<file path="src/rtl/traffic_pkg.sv">
// Shared phase encodings and count limits for the traffic-light phase sequencer.
package traffic_pkg;

  typedef enum logic [1:0] {
    PH_GREEN  = 2'b00,
    PH_YELLOW = 2'b01,
    PH_RED    = 2'b10
  } phase_e;

  localparam logic [3:0] CNT_START  = 4'd15;
  localparam logic [3:0] GREEN_END  = 4'd0;
  localparam logic [3:0] YELLOW_END = 4'd11;
  localparam logic [3:0] RED_END    = 4'd6;

endpackage

</file>
<file path="src/rtl/traffic_phase_ctrl_tick_gen.sv">
// Count-tick prescaler: wraps every TICK_DIV enabled cycles and issues a registered one-cycle tick.
module tick_gen #(
  parameter int TICK_DIV = 50_000_000
) (
  input  logic clk,
  input  logic rst_n,
  input  logic run,
  output logic tick
);

  localparam int PW = (TICK_DIV > 2) ? $clog2(TICK_DIV) : 1;
  localparam logic [PW-1:0] LAST = PW'(TICK_DIV - 1);

  logic [PW-1:0] presc_q, presc_d;
  logic          tick_q, tick_d;

  // prescaler next value; frozen with no tick while run is low
  always_comb begin
    presc_d = presc_q;
    tick_d  = 1'b0;
    if (run) begin
      if (presc_q == LAST) begin
        presc_d = '0;
        tick_d  = 1'b1;
      end else begin
        presc_d = presc_q + PW'(1);
        tick_d  = 1'b0;
      end
    end else begin
      presc_d = presc_q;
      tick_d  = 1'b0;
    end
  end

  // prescaler and tick registers
  always_ff @(posedge clk or negedge rst_n) begin
    if (!rst_n) begin
      presc_q <= '0;
      tick_q  <= 1'b0;
    end else begin
      presc_q <= presc_d;
      tick_q  <= tick_d;
    end
  end

  assign tick = tick_q;

endmodule

</file>
<file path="src/rtl/traffic_phase_ctrl.sv">
// Traffic-light phase sequencer: green/yellow/red phase code, decoder down-count and lamps.
module traffic_phase_ctrl
  import traffic_pkg::*;
#(
  parameter int TICK_DIV = 50_000_000
) (
  input  logic       clk,
  input  logic       rst_n,
  input  logic       run,
  input  logic       force_red,
  output logic [1:0] state,
  output logic [3:0] count,
  output logic       lamp_g,
  output logic       lamp_y,
  output logic       lamp_r,
  output logic       tick
);

  logic       tick_s;
  logic [1:0] state_q, state_d;
  logic [3:0] count_q, count_d;
  logic       lamp_g_q, lamp_y_q, lamp_r_q;

  tick_gen #(.TICK_DIV(TICK_DIV)) u_tick_gen (
    .clk   (clk),
    .rst_n (rst_n),
    .run   (run),
    .tick  (tick_s)
  );

  // phase/count next state; the illegal code recovers to red without waiting for a tick
  always_comb begin
    state_d = state_q;
    count_d = count_q;
    case (state_q)
      PH_GREEN: begin
        if (tick_s) begin
          if (force_red || (count_q == GREEN_END)) begin
            state_d = PH_YELLOW;
            count_d = CNT_START;
          end else begin
            count_d = count_q - 4'd1;
          end
        end else begin
          count_d = count_q;
        end
      end
      PH_YELLOW: begin
        if (tick_s) begin
          if (count_q == YELLOW_END) begin
            state_d = PH_RED;
            count_d = CNT_START;
          end else begin
            count_d = count_q - 4'd1;
          end
        end else begin
          count_d = count_q;
        end
      end
      PH_RED: begin
        // force_red freezes the red countdown at its current value
        if (tick_s && !force_red) begin
          if (count_q == RED_END) begin
            state_d = PH_GREEN;
            count_d = CNT_START;
          end else begin
            count_d = count_q - 4'd1;
          end
        end else begin
          count_d = count_q;
        end
      end
      default: begin
        state_d = PH_RED;
        count_d = CNT_START;
      end
    endcase
  end

  // phase, count and lamp registers; lamps decode the next phase so they stay aligned with state
  always_ff @(posedge clk or negedge rst_n) begin
    if (!rst_n) begin
      state_q  <= PH_GREEN;
      count_q  <= CNT_START;
      lamp_g_q <= 1'b1;
      lamp_y_q <= 1'b0;
      lamp_r_q <= 1'b0;
    end else begin
      state_q  <= state_d;
      count_q  <= count_d;
      lamp_g_q <= (state_d == PH_GREEN);
      lamp_y_q <= (state_d == PH_YELLOW);
      lamp_r_q <= (state_d == PH_RED);
    end
  end

  assign state  = state_q;
  assign count  = count_q;
  assign lamp_g = lamp_g_q;
  assign lamp_y = lamp_y_q;
  assign lamp_r = lamp_r_q;
  assign tick   = tick_s;

endmodule

</file>
<file path="config.mk">
export PLATFORM = sky130hd
export DESIGN_NAME = traffic_phase_ctrl
export DESIGN_NICKNAME = d
export VERILOG_FILES = /design/src/rtl/traffic_pkg.sv /design/src/rtl/traffic_phase_ctrl_tick_gen.sv /design/src/rtl/traffic_phase_ctrl.sv
export SDC_FILE = /design/constraint.sdc
export NUM_CORES = 1
export LEC_CHECK = 0
export ABC_AREA = 1
export CAP_MARGIN = 10
export CORE_ASPECT_RATIO = 0.75
export CORE_UTILIZATION = 53
export CTS_CLUSTER_DIAMETER = 80
export DETAILED_ROUTE_END_ITERATION = 10
export PLACE_DENSITY = 0.79
export SLEW_MARGIN = 20
export SYNTH_ARGS = -nofsm -noshare
export SYNTH_HDL_FRONTEND = slang
export SYNTH_SLANG_ARGS = --single-unit
</file>
<file path="constraint.sdc">
create_clock -name clk -period 2.4 [get_ports clk]
set_input_delay 0.48 -clock clk [delete_from_list [all_inputs] [get_ports clk]]
set_output_delay 0.48 -clock clk [all_outputs]
set_load 0.02 [all_outputs]
</file>
# [Yosys cells after proc, flatten, opt, wreduce, memory -nomap -nowiden]
# Index checks and enable logic that the tools add are counted.
[op_classes] mux=17 n_reduce_logical=7 addsub=2 n_eq_ne=10
[ops] op="$add 26x1->26 const B" count=1
[ops] op="$eq 26x26->1 const B" count=1
[ops] op="$mux 26" count=1
[ops] op="$mux 4" count=6
[ops] op="$mux 2" count=6
[ops] op="$pmux 4 s3" count=1
[ops] op="$pmux 2 s3" count=1
[ops] op="$eq 2x1->1 const B" count=2
[ops] op="$eq 2x2->1 const B" count=2
[ops] op="$eq 4x3->1 const B" count=1
[ops] op="$eq 4x4->1 const B" count=1
[ops] op="$logic_not 2->1" count=2
[ops] op="$logic_not 4->1" count=1
[ops] op="$ne 2x1->1 const B" count=2
[ops] op="$sub 4x1->4 const B" count=1
[ops] op="$reduce_and 3->1" count=1
[ops] op="$mux 1" count=2
[ops] op="$ne 2x2->1 const B" count=1
[ops] op="$logic_and 1x1->1" count=1
[ops] op="$logic_not 1->1" count=1
[ops] op="$logic_or 1x1->1" count=1
[word_totals] regBits=36 wordCells=43 output_inout_bits=10

# [Longest topological paths before layout]
# Gate-level depths: netlist (run 1).
[depth] depth_word=6 depth_mapped=10 mapped_depth_nobuf=10

# [Hierarchy]
# A second synthesis (run 1) with hierarchy kept.
[unflattened] hier_cells=331 area_unflattened_um2=2343.5
[by_module_without_submodules] mod="tick_gen" cells_per_inst=242 area_per_inst_um2=1705.4 n_inst=1 seq_area_each_um2=675.6
[by_module_without_submodules] mod="traffic_phase_ctrl" cells_per_inst=89 area_per_inst_um2=638.1 n_inst=1 seq_area_each_um2=231.5

# [Worst setup path after synthesis (run 1)]
# No wires, ideal clock.
[synth_timing] kind="register to register" start="reg count_q[0] (netlist: count[0])" end="reg count_q[0] (netlist: count[0])" t_required_ps=2313 path_stages_with_launch=9 arrival_time_ps=1403 setup_slack_ps=910 setup_ps=87 cell_sequence="dfstp_2 inv_1 ha_1 nand3_1 nand2_1 o21ai_0 nand3_1 nand2_1 o21ai_0"
[synth_between] elab_chain_cells=5
[synth_lines] item="start, declared" line="traffic_phase_ctrl.sv:21" text="logic [3:0] count_q, count_d;"
[synth_lines] item="start signal, assigned" line="traffic_phase_ctrl.sv:90" text="count_q <= count_d;"
[synth_lines] item="parallel branches: the longest is 4 deep, another holds $sub 4x1->4"
[synth_lines] item="$pmux 4 s3 (*)" line="traffic_phase_ctrl.sv:35" text="case (state_q)"
# Mark *: on every way between the ends. The select of a mux whose other input is x is not followed.
# A chain may end at the register's enable or synchronous reset.

# [Final worst setup path (run 1)]
[layout_timing] start="reg count_q[2] (netlist: count[2])" end="out count[2]"
[layout_rtl] item="end, declared" line="traffic_phase_ctrl.sv:12" text="output logic [3:0] count,"
# No word-level cell between the ends.

==> results of run 1 <==
==> logic make-up (layout without fill, tap and decap cells) <==
| logic type | Yosys count | count (layout) | share of synthesized area, % |
|---|---|---|---|
| xor+xnor | 10 | 10 | 3.87 |
| fa+ha+maj | 4 | 4 | 2.21 |
| flops | 36 | 36 | 40.0 |
| simple gates | 191 | 191 | 39.4 |
| compound gates | 21 | 21 | 4.91 |
| buf+inv | 55 | 75 | 9.55 |
==> cells in the final DEF, fill, tap and decap left out <==
| master | count |
|---|---|
| ha_1 | 4 |
| o21a_1 | 1 |
| nand4_1 | 14 |
| xor2_1 | 9 |
| a21oi_1 | 5 |
| dfrtp_1 | 31 |
| nor2_8 | 1 |
| or2_1 | 1 |
| nand3_4 | 1 |
| buf_2 | 1 |
| inv_1 | 42 |
| o21ai_0 | 11 |
| clkdlybuf4s50_1 | 12 |
| nand2_1 | 83 |
| nand2_2 | 2 |
| a31o_2 | 1 |
| and3_1 | 3 |
| nor2_4 | 3 |
| clkbuf_1 | 1 |
| or2_0 | 1 |
| inv_2 | 10 |
| buf_4 | 2 |
| nor2_1 | 42 |
| clkbuf_8 | 6 |
| o21ai_1 | 3 |
| clkinvlp_4 | 1 |
| or2_2 | 1 |
| dfstp_2 | 5 |
| nand3_1 | 28 |
| nand3_2 | 3 |
| nor3_1 | 4 |
| nor2_2 | 4 |
| xnor2_1 | 1 |
==> worst max-delay path by stage <==
| stage | end | slack (ns) | cells past startpoint |
|---|---|---|---|
| after floorplan | count[0] | 0.91 | 8 |
| after global placement | u_tick_gen.presc_q[21] | 0.51 | 7 |
| after detailed placement | u_tick_gen.presc_q[21] | 0.47 | 7 |
| after CTS | count[2] | 0.40 | 1 |
| after global routing | count[2] | 0.37 | 1 |
| final | count[2] | 0.41 | 1 |
==> power groups by stage <==
stage                     clock [mW]  combinational (mW)  sequential, mW
final                          0.457               0.166           0.699
after global routing           0.491               0.187           0.702
after CTS                      0.466               0.169           0.697
after detailed placement           0               0.165           0.708
after global placement             0               0.160           0.708
after floorplan                    0               0.121           0.697
==> area by class of cell <==
type	count	area, sq um	share of cell area, %
clock buffers	7	86.3	3.39
clock inverters	1	7.51	0.295
inverters	52	195	7.66
multi-input cells	226	1140	44.8
flip-flops and latches	36	907	35.6
well taps	55	68.8	2.70
repair buffers	15	140	5.50
==> registers in the layout (all words and copies together) (netlist names) <==
signal / flops
lamp_r: 1
lamp_y: 1
lamp_g: 1
state: 2
count: 4
u_tick_gen.presc_q: 26
u_tick_gen.tick: 1
==> metrics by stage <==
step                      total power [mW]  cells
after floorplan                      0.819    317
after global placement               0.869    384
after detailed placement             0.873    384
after CTS                             1.33    392
after global routing                  1.38    392
final                                 1.32    392
==> per-layer routing <==
layer | vias up | wire length (microns) | track usage [%] | share of wire, %
met4 | 0 | 88 | 8.89 | 1.7
met3 | 10 | 442 | 5.58 | 8.8
met1 | 922 | 2600 | 38.9 | 52
met2 | 78 | 1920 | 32.7 | 38
li1 | 1045 | - | - | -
met5 | - | 0 | 0 | 0
==> flow_metrics.tcl, run 1 <==
set metrics [dict create \
    yosys-top-cells-count "nand2_1 (83), inv_1 (42), nor2_1 (42), dfrtp_1 (31), nand3_1 (28)" \
    cp_cell_sequence "clkdlybuf4s50_1" \
    worstPathRequired_ns 1.92 \
    synth.top_cell.area_share_pct 34.2 \
    core_sq_um 4080 \
    syn_to_final_growth_pct 12.4 \
    worst_slack_ns 0.407 \
    hold_viol 0 \
    drc 0 \
    startpoint "count[2]" \
    clkPwrFrac_pct 34.5 \
    netlist_area_sq_um 2270 \
    ctsHoldBuffers 0 \
    status "complete, no violations" \
    max_slew_margin_pct 47.5 \
    yosysTopAreaCell "dfrtp_1" \
    ys.flop_type "dfrtp_1" \
    cp_slowest_cell "clkdlybuf4s50_1" \
    io_buffers 13 \
    fin_util_pct 62.5 \
    grtUsageTotal_pct 24.7 \
    fin_area_sq_um 2550 \
    cp-start-kind "register" \
    grt_max_degree 37 \
    p_seq_share_pct 52.9 \
    end_kind "primary output" \
    p_sw_share_pct 28.8 \
    rows 20 \
    powerDensity_nw_per_um2 519 \
    wl_per_cell_microns 12.9 \
    die-height_microns 58.6 \
    fin_nets 344 \
    clkSlewWorstSetupHoldPaths_ns 0.08 \
    firstDrtPassIters 5 \
    ys_warn_count 0 \
    grt.overflow.total 0 \
    fill_cells 359 \
    r2r-end "u_tick_gen.presc_q[10]" \
    synth_edf_count 0 \
    first_iter_violations 167 \
    numCtsBuffers 5 \
    r2r_slack_ns 0.63 \
    grt_pass1_vias 1740 \
    syn_nets 325 \
    ant_nets 0 \
    viasPerCell 5.24 \
    synth-seq-cells 36 \
    h-tree-depth 2 \
    clock-sinks 36 \
    setup_viol 0 \
    peakVddDrop_mv 0.378 \
    ctsLongestPathBuffers 2 \
    synth_area_leaders "dfrtp_1 (34%), nand2_1 (14%), inv_1 (7.0%), nor2_1 (7.0%), nand3_1 (6.2%)" \
    async_reset_ff_share_pct 100 \
    fp.dieW_microns 77.5 \
    cts_tree "built" \
    cts_setup_buffers 0 \
    antenna_found_initial 0 \
    maxSlewViolCount 0 \
    gp_congestion 0.946 \
    cts_resized 0 \
    skew_ns 0.00945 \
    cp_top_family "buffers and inverters" \
    min_period_over_period_pct 83.1 \
    dpl.hpwl_mm 3.79 \
    fin_setup_tns_ns 0 \
    critPathKind "register to primary output" \
    synthCells 317 \
    diodes 0 \
    yosysMostFrequentCell "nand2_1" \
    place_ws_ns 0.470 \
    cts_root_buf "clkbuf_8" \
    grt_first_pass_wirelength_mm 8.40 \
    holdWs_ns 0.255 \
    power.net_switching_mw 0.381 \
    die_area_sq_um 4540 \
    leakage_nw 1.36 \
    cp.arrival_ns 1.51 \
    critPathMaxStageDelay_ns 0.62 \
    clock_latency_ns 0.30 \
    cap_violations 0 \
    totalWireLength_mm 5.05 \
    internal-power_mw 0.941 \
    hold_class "input pin to asynchronous set/reset pin" \
    ioPinCount 14 \
    crit_fanout 6 \
    period_minus_slack_ns 1.99 \
    reg2reg_depth 7 \
    vias 2055 \
    pwr-share-comb_pct 12.6 \
    yosysSeqAreaShare_pct 40.0 \
    grt_setup_unrepaired "no" \
    r2r-start "u_tick_gen.presc_q[1]" \
    synth.distinct_cells 29 \
    cp.buffers_inverters 1 \
    syn_area_per_cell_sq_um 7.15 \
    drive_above_1_share_pct 12.2 \
    placed_cell_area_sq_um 2450 \
    worstMarginPinSlew_ns 0.787 \
    start_util_pct 55.6 \
    fmax_mhz 502 \
]
(Power assumes the default switching activity.)
==> inputs of run 2 (changes only) <==
--- a/config.mk
+++ b/config.mk
@@ -11,7 +11,7 @@
 export CORE_UTILIZATION = 53
 export CTS_CLUSTER_DIAMETER = 80
 export DETAILED_ROUTE_END_ITERATION = 10
-export PLACE_DENSITY = 0.79
+export PLACE_DENSITY = 0.82
 export SLEW_MARGIN = 20
 export SYNTH_ARGS = -nofsm -noshare
 export SYNTH_HDL_FRONTEND = slang
==> constraint.sdc (replaced) <==
create_clock -name clk -period 1.6 [get_ports clk]
set_input_delay 0.32 -clock clk [delete_from_list [all_inputs] [get_ports clk]]
set_output_delay 0.32 -clock clk [all_outputs]
set_load 0.02 [all_outputs]
==> run 2 against run 1 <==
Cell area is 6.2% higher; routed wire length is 7.4% higher; non-clock buffer count is 18 higher; power is 53% higher; register-to-register slack worse by 0.57 ns; flip-flop and latch count stayed put; worst hold slack worse by 0.20 ns; core utilization is 3.9 points higher; highest routed layer unchanged.
==> flow_metrics.tcl, run 2 (same netlist as run 1, synthesis figures left out) <==
set metrics [dict create \
    dr_wl_met2_mm 2.31 \
    antenna_found_initial 0 \
    io_buffers 13 \
    grt_pass1_vias 1920 \
    ctsLongestPathBuffers 2 \
    hold_viol 0 \
    mostFrequentLayoutCell "nand2_1" \
    worstMarginPinSlew_ns 0.449 \
    end_kind "primary output" \
    vias 2186 \
    start_util_pct 55.6 \
    grt.overflow.total 0 \
    numCtsBuffers 5 \
    die-height_microns 58.6 \
    leakage_nw 1.45 \
    cp_top_family "buffers and inverters" \
    critPathKind "register to primary output" \
    ioPinCount 14 \
    final_cell_mix "nand2_1 (82), nor2_1 (42), inv_1 (40)" \
    period_minus_slack_ns 1.54 \
    diodes 0 \
    fmax_mhz 651 \
    cp-start-kind "register" \
    place_ws_ns -0.0765 \
    min_period_over_period_pct 96.1 \
    cp.arrival_ns 1.22 \
    fp.dieW_microns 77.5 \
    wl_per_cell_microns 13.2 \
    drt-met1-wl_mm 2.59 \
    drc 0 \
    fin_util_pct 66.3 \
    core_sq_um 4080 \
    critPathMaxStageDelay_ns 0.60 \
    fin_area_sq_um 2710 \
    h-tree-depth 2 \
    gp_congestion 0.928 \
    totalWireLength_mm 5.42 \
    worstPathRequired_ns 1.28 \
    regMostFlops "u_tick_gen.presc_q" \
    cp_slowest_cell "clkdlybuf4s50_1" \
    powerDensity_nw_per_um2 746 \
    firstDrtPassIters 5 \
    syn_to_final_growth_pct 19.4 \
    worst_slack_ns 0.0630 \
    first_iter_violations 185 \
    largest_register_ffs 26 \
    rows 20 \
    grt_first_pass_wirelength_mm 8.94 \
    die_area_sq_um 4540 \
    clock_latency_ns 0.30 \
    cap_violations 0 \
    dpl.hpwl_mm 4.10 \
    cp.buffers_inverters 1 \
    wl_met3_microns 470 \
    grtUsageTotal_pct 25.7 \
    peakVddDrop_mv 0.636 \
    placed_cell_area_sq_um 2570 \
    clock-sinks 36 \
    max_slew_margin_pct 70.1 \
    grt_max_degree 37 \
    drive_above_1_share_pct 18.3 \
    hold_class "input pin to asynchronous set/reset pin" \
    clkSlewWorstSetupHoldPaths_ns 0.07 \
    status "complete, no violations" \
    setup_viol 0 \
    viasPerCell 5.33 \
    fin_nets 362 \
    grt_setup_unrepaired "yes" \
    crit_fanout 1 \
    maxSlewViolCount 0 \
    skew_ns 0.0118 \
    ctsHoldBuffers 0 \
    holdWs_ns 0.0513 \
    cts_tree "built" \
    ant_nets 0 \
    cts_root_buf "clkbuf_8" \
    highest_layer "met4" \
    cp_cell_sequence "clkdlybuf4s50_1" \
]
run 2: metrics by stage:
step           total power [mW]  TNS, ns  instances
2_1_floorplan              1.23        0        317
3_3_place_gp               1.31  -0.0520        400
3_5_place_dp               1.32   -0.382        400
4_1_cts                    2.00        0        408
5_1_grt                    2.12  -0.0126        410
6_report                   2.02        0        410
run 2: area by class of cell:
type / count / area (sq um)
Sequential cell: 36 / 907
Tap cell: 55 / 68.8
Multi-Input combinational cell: 226 / 1170
Inverter: 52 / 195
Timing Repair Buffer: 33 / 269
Clock buffer: 6 / 82.6
Clock inverter: 2 / 10.0
Fill cell: 349 / 1370
run 2: what timing repair did:
action / CTS / global route
endpoints found under the setup margin: 9 / 20
buffers inserted: 0 / 2
pin swaps: 1 / 4
resized for setup: 10 / 11
run 2: path summary, 6_finish.rpt:
check	from	end	slack (ns)	depth (start not counted)
max	lamp_y	lamp_y	0.06	1
min	rst_n	u_tick_gen.presc_q[5]	0.05	2
max reg2reg	u_tick_gen.presc_q[1]	u_tick_gen.presc_q[14]	0.06	8
min reg2reg	u_tick_gen.presc_q[24]	u_tick_gen.presc_q[24]	0.51	1
max in group asynchronous	rst_n	count[2]	1.20	2
min in group clk	u_tick_gen.presc_q[24]	u_tick_gen.presc_q[24]	0.51	1
run 2: layer usage:
layer	track usage, %	vias to the layer above
li1	-	1075
met1	38.4	1015
met2	37.9	90
met3	4.81	6
met4	8.09	0
met5	0	-
run 2: where the power goes:
part | leakage (nW) | internal (mW) | switching, mW
sequential | 0.407 | 0.972 | 0.0926
clock | 0.0510 | 0.343 | 0.324
combinational | 0.993 | 0.126 | 0.159
total | 1.45 | 1.44 | 0.576
==> inputs of run 3 (changes only) <==
--- a/config.mk
+++ b/config.mk
@@ -7,7 +7,7 @@
 export LEC_CHECK = 0
 export ABC_AREA = 1
 export CAP_MARGIN = 10
-export CORE_ASPECT_RATIO = 0.75
+export CORE_ASPECT_RATIO = 2
 export CORE_UTILIZATION = 53
 export CTS_CLUSTER_DIAMETER = 80
 export DETAILED_ROUTE_END_ITERATION = 10
==> run 3 against run 2 <==
Cell area up 1.2%; critical path type unchanged; fmax down 0.65%; largest cell class unchanged; largest power group unchanged; routed wire length up 1.3%; core utilization up 0.68 points.
==> flow_metrics.tcl, run 3 (same netlist as run 1, synthesis figures left out) <==
set metrics [dict create \
    cp-start-kind "register" \
    power.net_switching_mw 0.559 \
    largest_register_ffs 26 \
    cts_tree "built" \
    hold_class "input pin to asynchronous set/reset pin" \
    totalWireLength_mm 5.49 \
    end_kind "primary output" \
    clkPwrFrac_pct 31.1 \
    place_ws_ns -0.0753 \
    p_seq_share_pct 53.5 \
    hold_viol 0 \
    cp_slowest_cell "clkdlybuf4s50_1" \
    critPathKind "register to primary output" \
    h-tree-depth 2 \
    core_sq_um 4090 \
    leakage_nw 1.49 \
    start_util_pct 55.4 \
    fin_setup_tns_ns 0 \
    setup_viol 0 \
    skew_ns 0.00504 \
    clock-sinks 36 \
    fin_util_pct 67.0 \
    first_iter_violations 43 \
    numCtsBuffers 5 \
    cp_top_family "buffers and inverters" \
    clkSlewWorstSetupHoldPaths_ns 0.07 \
    ant_nets 0 \
    drt-met1-wl_mm 1.90 \
    drive_above_1_share_pct 18.9 \
    cp.buffers_inverters 1 \
    peakVddDrop_mv 0.711 \
    cap_violations 0 \
    fmax_mhz 646 \
    io_buffers 13 \
    diodes 0 \
    firstDrtPassIters 4 \
    crit_fanout 2 \
    regMostFlops "u_tick_gen.presc_q" \
    holdWs_ns 0.516 \
    dp_cells 401 \
    pwr-share-comb_pct 15.5 \
    maxSlewViolCount 0 \
    syn_to_final_growth_pct 20.9 \
    status "complete, no violations" \
    fin_area_sq_um 2740 \
    fin_nets 366 \
    critPathMaxStageDelay_ns 0.60 \
    final_cells 411 \
    placed_cell_area_sq_um 2630 \
    powerDensity_nw_per_um2 718 \
    internal-power_mw 1.41 \
    r2r_slack_ns 0.08 \
    grt_pass1_vias 2088 \
    viasPerCell 5.28 \
    p_sw_share_pct 28.4 \
    gp_congestion 1.00 \
    grt_first_pass_wirelength_mm 8.75 \
    grtUsageTotal_pct 27.6 \
    min_period_over_period_pct 96.7 \
    vias 2171 \
    cp.arrival_ns 1.23 \
    fp.dieW_microns 48.2 \
    die-height_microns 94.5 \
    worstMarginPinSlew_ns 0.312 \
    ioPinCount 14 \
    dpl.hpwl_mm 4.32 \
    dr_wl_met2_mm 3.06 \
    grt_max_degree 37 \
    worst_slack_ns 0.0529 \
    wl_met3_microns 103 \
    rows 33 \
    grt.overflow.total 0 \
    finalPower_mw 1.97 \
    wl_per_cell_microns 13.4 \
    max_slew_margin_pct 79.1 \
    highest_layer "met4" \
    clock_latency_ns 0.29 \
    ctsLongestPathBuffers 2 \
    worstPathRequired_ns 1.28 \
    final_cell_mix "nand2_1 (82), inv_1 (41), nor2_1 (40)" \
    die_area_sq_um 4560 \
    fill_cells 363 \
    period_minus_slack_ns 1.55 \
    drc 0 \
    cp_cell_sequence "clkdlybuf4s50_1" \
    antenna_found_initial 0 \
    mostFrequentLayoutCell "nand2_1" \
    cts_root_buf "clkbuf_8" \
]
-- run 3: cell types whose count changed in the layout (fill, tap and decap cells not counted), moves of 2 or more --
cell	before	now
clkbuf_1	0	2
nand3_2	2	5
nand3_1	28	26
buf_4	19	21
nor2_2	3	6
dlygate4sd2_1	8	6
nor2_1	42	40
buf_12	0	2
-- run 3: power groups by stage --
| stage | clock network [mW] | logic, mW | registers [mW] |
|---|---|---|---|
| 2_1_floorplan | 0 | 0.182 | 1.05 |
| 3_3_place_gp | 0 | 0.271 | 1.06 |
| 3_5_place_dp | 0 | 0.283 | 1.07 |
| 4_1_cts | 0.629 | 0.285 | 1.05 |
| 5_1_grt | 0.663 | 0.338 | 1.06 |
| 6_report | 0.611 | 0.304 | 1.05 |
-- run 3: layout make-up --
cell class	count	area (sq um)	area share [%]
Clock buffer	7	76.3	2.79
Clock inverter	1	5.00	0.183
Inverter	52	195	7.13
Multi-Input combinational cell	226	1160	42.4
Sequential cell	36	907	33.1
Tap cell	52	65.1	2.38
Timing Repair Buffer	37	328	12.0
-- run 3: what timing repair did --
item	CTS	global route
pin swaps	0	0
hold endpoints to repair	31	0
resized for setup	6	11
hold buffers	1	0
setup endpoints to repair	6	11
buffers inserted	0	1
-- run 3: worst paths after layout --
check,from,cells past startpoint,endpoint
max,state[0],1,state[0]
min,rst_n,3,u_tick_gen.presc_q[3]
max reg2reg,count[1],10,count[3]
min reg2reg,u_tick_gen.presc_q[24],1,u_tick_gen.presc_q[24]
max in group asynchronous,rst_n,3,count[2]
min in group clk,u_tick_gen.presc_q[24],1,u_tick_gen.presc_q[24]
-- run 3: layer usage --
metal	vias up	global-route usage [%]
li1	1079	-
met1	1003	24.8
met2	59	49.0
met3	30	3.06
met4	0	22.2
met5	-	0
==> RTL edit: new RTL, flow settings as in run 3 <==
Add an input register stage for `run` and `force_red`, with the module's reset; this delays them by one clock.
--- a/src/rtl/traffic_phase_ctrl.sv
+++ b/src/rtl/traffic_phase_ctrl.sv
@@ -16,6 +16,19 @@
   output logic       tick
 );
 
+  logic run_q;
+  logic force_red_q;
+
+  always_ff @(posedge clk or negedge rst_n) begin
+    if (!rst_n) begin
+      run_q       <= '0;
+      force_red_q <= '0;
+    end else begin
+      run_q       <= run;
+      force_red_q <= force_red;
+    end
+  end
+
   logic       tick_s;
   logic [1:0] state_q, state_d;
   logic [3:0] count_q, count_d;
@@ -24,7 +37,7 @@
   tick_gen #(.TICK_DIV(TICK_DIV)) u_tick_gen (
     .clk   (clk),
     .rst_n (rst_n),
-    .run   (run),
+    .run   (run_q),
     .tick  (tick_s)
   );
 
@@ -35,7 +48,7 @@
     case (state_q)
       PH_GREEN: begin
         if (tick_s) begin
-          if (force_red || (count_q == GREEN_END)) begin
+          if (force_red_q || (count_q == GREEN_END)) begin
             state_d = PH_YELLOW;
             count_d = CNT_START;
           end else begin
@@ -59,7 +72,7 @@
       end
       PH_RED: begin
         // force_red freezes the red countdown at its current value
-        if (tick_s && !force_red) begin
+        if (tick_s && !force_red_q) begin
           if (count_q == RED_END) begin
             state_d = PH_GREEN;
             count_d = CNT_START;
Behaviour: same outputs for any inputs over 10 cycles, from zero or initial values and one cycle with rst_n low; that may be too few to reach the edited logic, so the function may still have changed.
==> RTL edit against run 3 <==
- final area grew 0.59%
- area after synthesis is 2.2% higher
- worst setup slack better by 0.0079 ns
- count of clock-buffer cells in the layout decreased by 1
- sequential cell count rose by 2
- via count up 0.23%
- power rose by 6.2%
- combinational power fell by 6%
- routed wire length down 2.7%
- die area up 2.1%
- fmax increased by 0.51%
- critical path type unchanged
- critical endpoint unchanged
==> RTL edit: results (changes against run 3) <==
[run_status]
outcome=complete, no violations

[yosys]
synthAdderAreaFrac_pct=2.16  ; -0.048 points
synth.area.top_cells=dfrtp_1 (36%), nand2_1 (13%), inv_1 (6.8%), nor2_1 (6.8%), nand3_1 (6.1%)
synthTopCellsByCount=nand2_1 (83), inv_1 (42), nor2_1 (42), dfrtp_1 (33), nand3_1 (28)
synth-xor-area-share_pct=3.78  ; -0.084 points
synth_nets=327  ; +0.62%
synth_compound_area_share_pct=4.81  ; -0.11 points

[power_and_ir_drop]
ir_worst_vdd_uv=565  ; -20%
leakage_nw=1.43  ; -4.5%

[global_route]
grt_max_degree=39  ; +5.4%
grt_pass1_vias=2233  ; +6.9%
gr-usage-all-layers_pct=26.3  ; -1.2 points
grt_pass1_wl_mm=9.25  ; +5.7%

[cells_and_area]
final_layout_size_suffix_gt1_share_pct=18.3  ; -0.66 points
area.growth.synth_to_final_pct=19.0
nNetsFinal=357  ; -2.5%
n_fill_cell=366  ; +0.83%

[detailed_routing]
met3_length_um=139  ; +35%
dr_wl_met2_mm=3.07  ; +0.33%
drt_iter0_drc=72  ; +67%
wl_met1_mm=1.85  ; -2.8%
drt-wirelength-per-cell_um=13.3  ; -0.55%
viasPerCell=5.41  ; +2.5%
routed_wirelength_mm=5.34  ; -2.7%

[sta]
slew_headroom_pct=69.3  ; -9.8 points
skew_ns=0.00396  ; -0.00108 ns
finalHoldWorstSlack_ns=0.0603  ; -0.455 ns

[placed_design]
dp_slack_ns=0.0328  ; +0.108 ns
gp_congestion=1.01  ; +0.55%
place_area_mm2=0.00258  ; -1.7%
dp_cells=392  ; -2.2%
dp_hpwl_mm=4.17  ; -3.4%

[setup_path]
r2r_cells=7  ; -3
timing.rr.start=u_tick_gen.presc_q[0]

## RTL edit: routing by layer
layer  track usage, %  vias up
met1             22.9     1019
met3             3.03       25
met2             53.5       64
met4             18.4        0
li1                 -     1068
met5                0        -
## RTL edit: timing repair
item,CTS,global route
setup buffers,0,2
hold buffers,0,0
pin swaps,0,7
setup endpoints to repair,6,15
hold endpoints to repair,0,0
resized for setup,6,23
## RTL edit: cell families (layout without fill, tap and decap cells)
group / Yosys count / in the layout
AOI/OAI and AO/OA: 21 / 21
buffers and inverters: 55 / 86
xor gates and xnor gates: 10 / 10
DFF: 38 / 38
and+or+nand+nor: 191 / 191
adders and majority gates: 4 / 4
## RTL edit: how the worst max path moves through the flow
stage | start | end | slack [ns] | cells past startpoint
2_1_floorplan | count[0] | count[0] | 0.11 | 8
3_3_place_gp | count[0] | count[3] | 0.06 | 10
3_5_place_dp | count[0] | count[3] | 0.03 | 10
4_1_cts | count[0] | count[3] | 0.02 | 10
5_1_grt | count[0] | count[2] | 0.01 | 8
6_report | state[0] | state[0] | 0.06 | 1
## RTL edit: report_power, final
part | switching (W) | internal [W] | leakage, nW | total [W]
Sequential | 0.000101 | 0.00103 | 0.498 | 0.00113
Combinational | 0.000158 | 0.000127 | 0.881 | 0.000286
Clock | 0.000326 | 0.000346 | 0.0472 | 0.000672
Total | 0.000585 | 0.00150 | 1.43 | 0.00209
## RTL edit: cell type report
class	count	area share [%]
clock buffer	6	3.00
timing repair buffer	26	8.49
clock inverter	2	0.454
inverter	52	7.08
tap	52	2.36
multi-input combinational	226	43.9
sequential	38	34.7
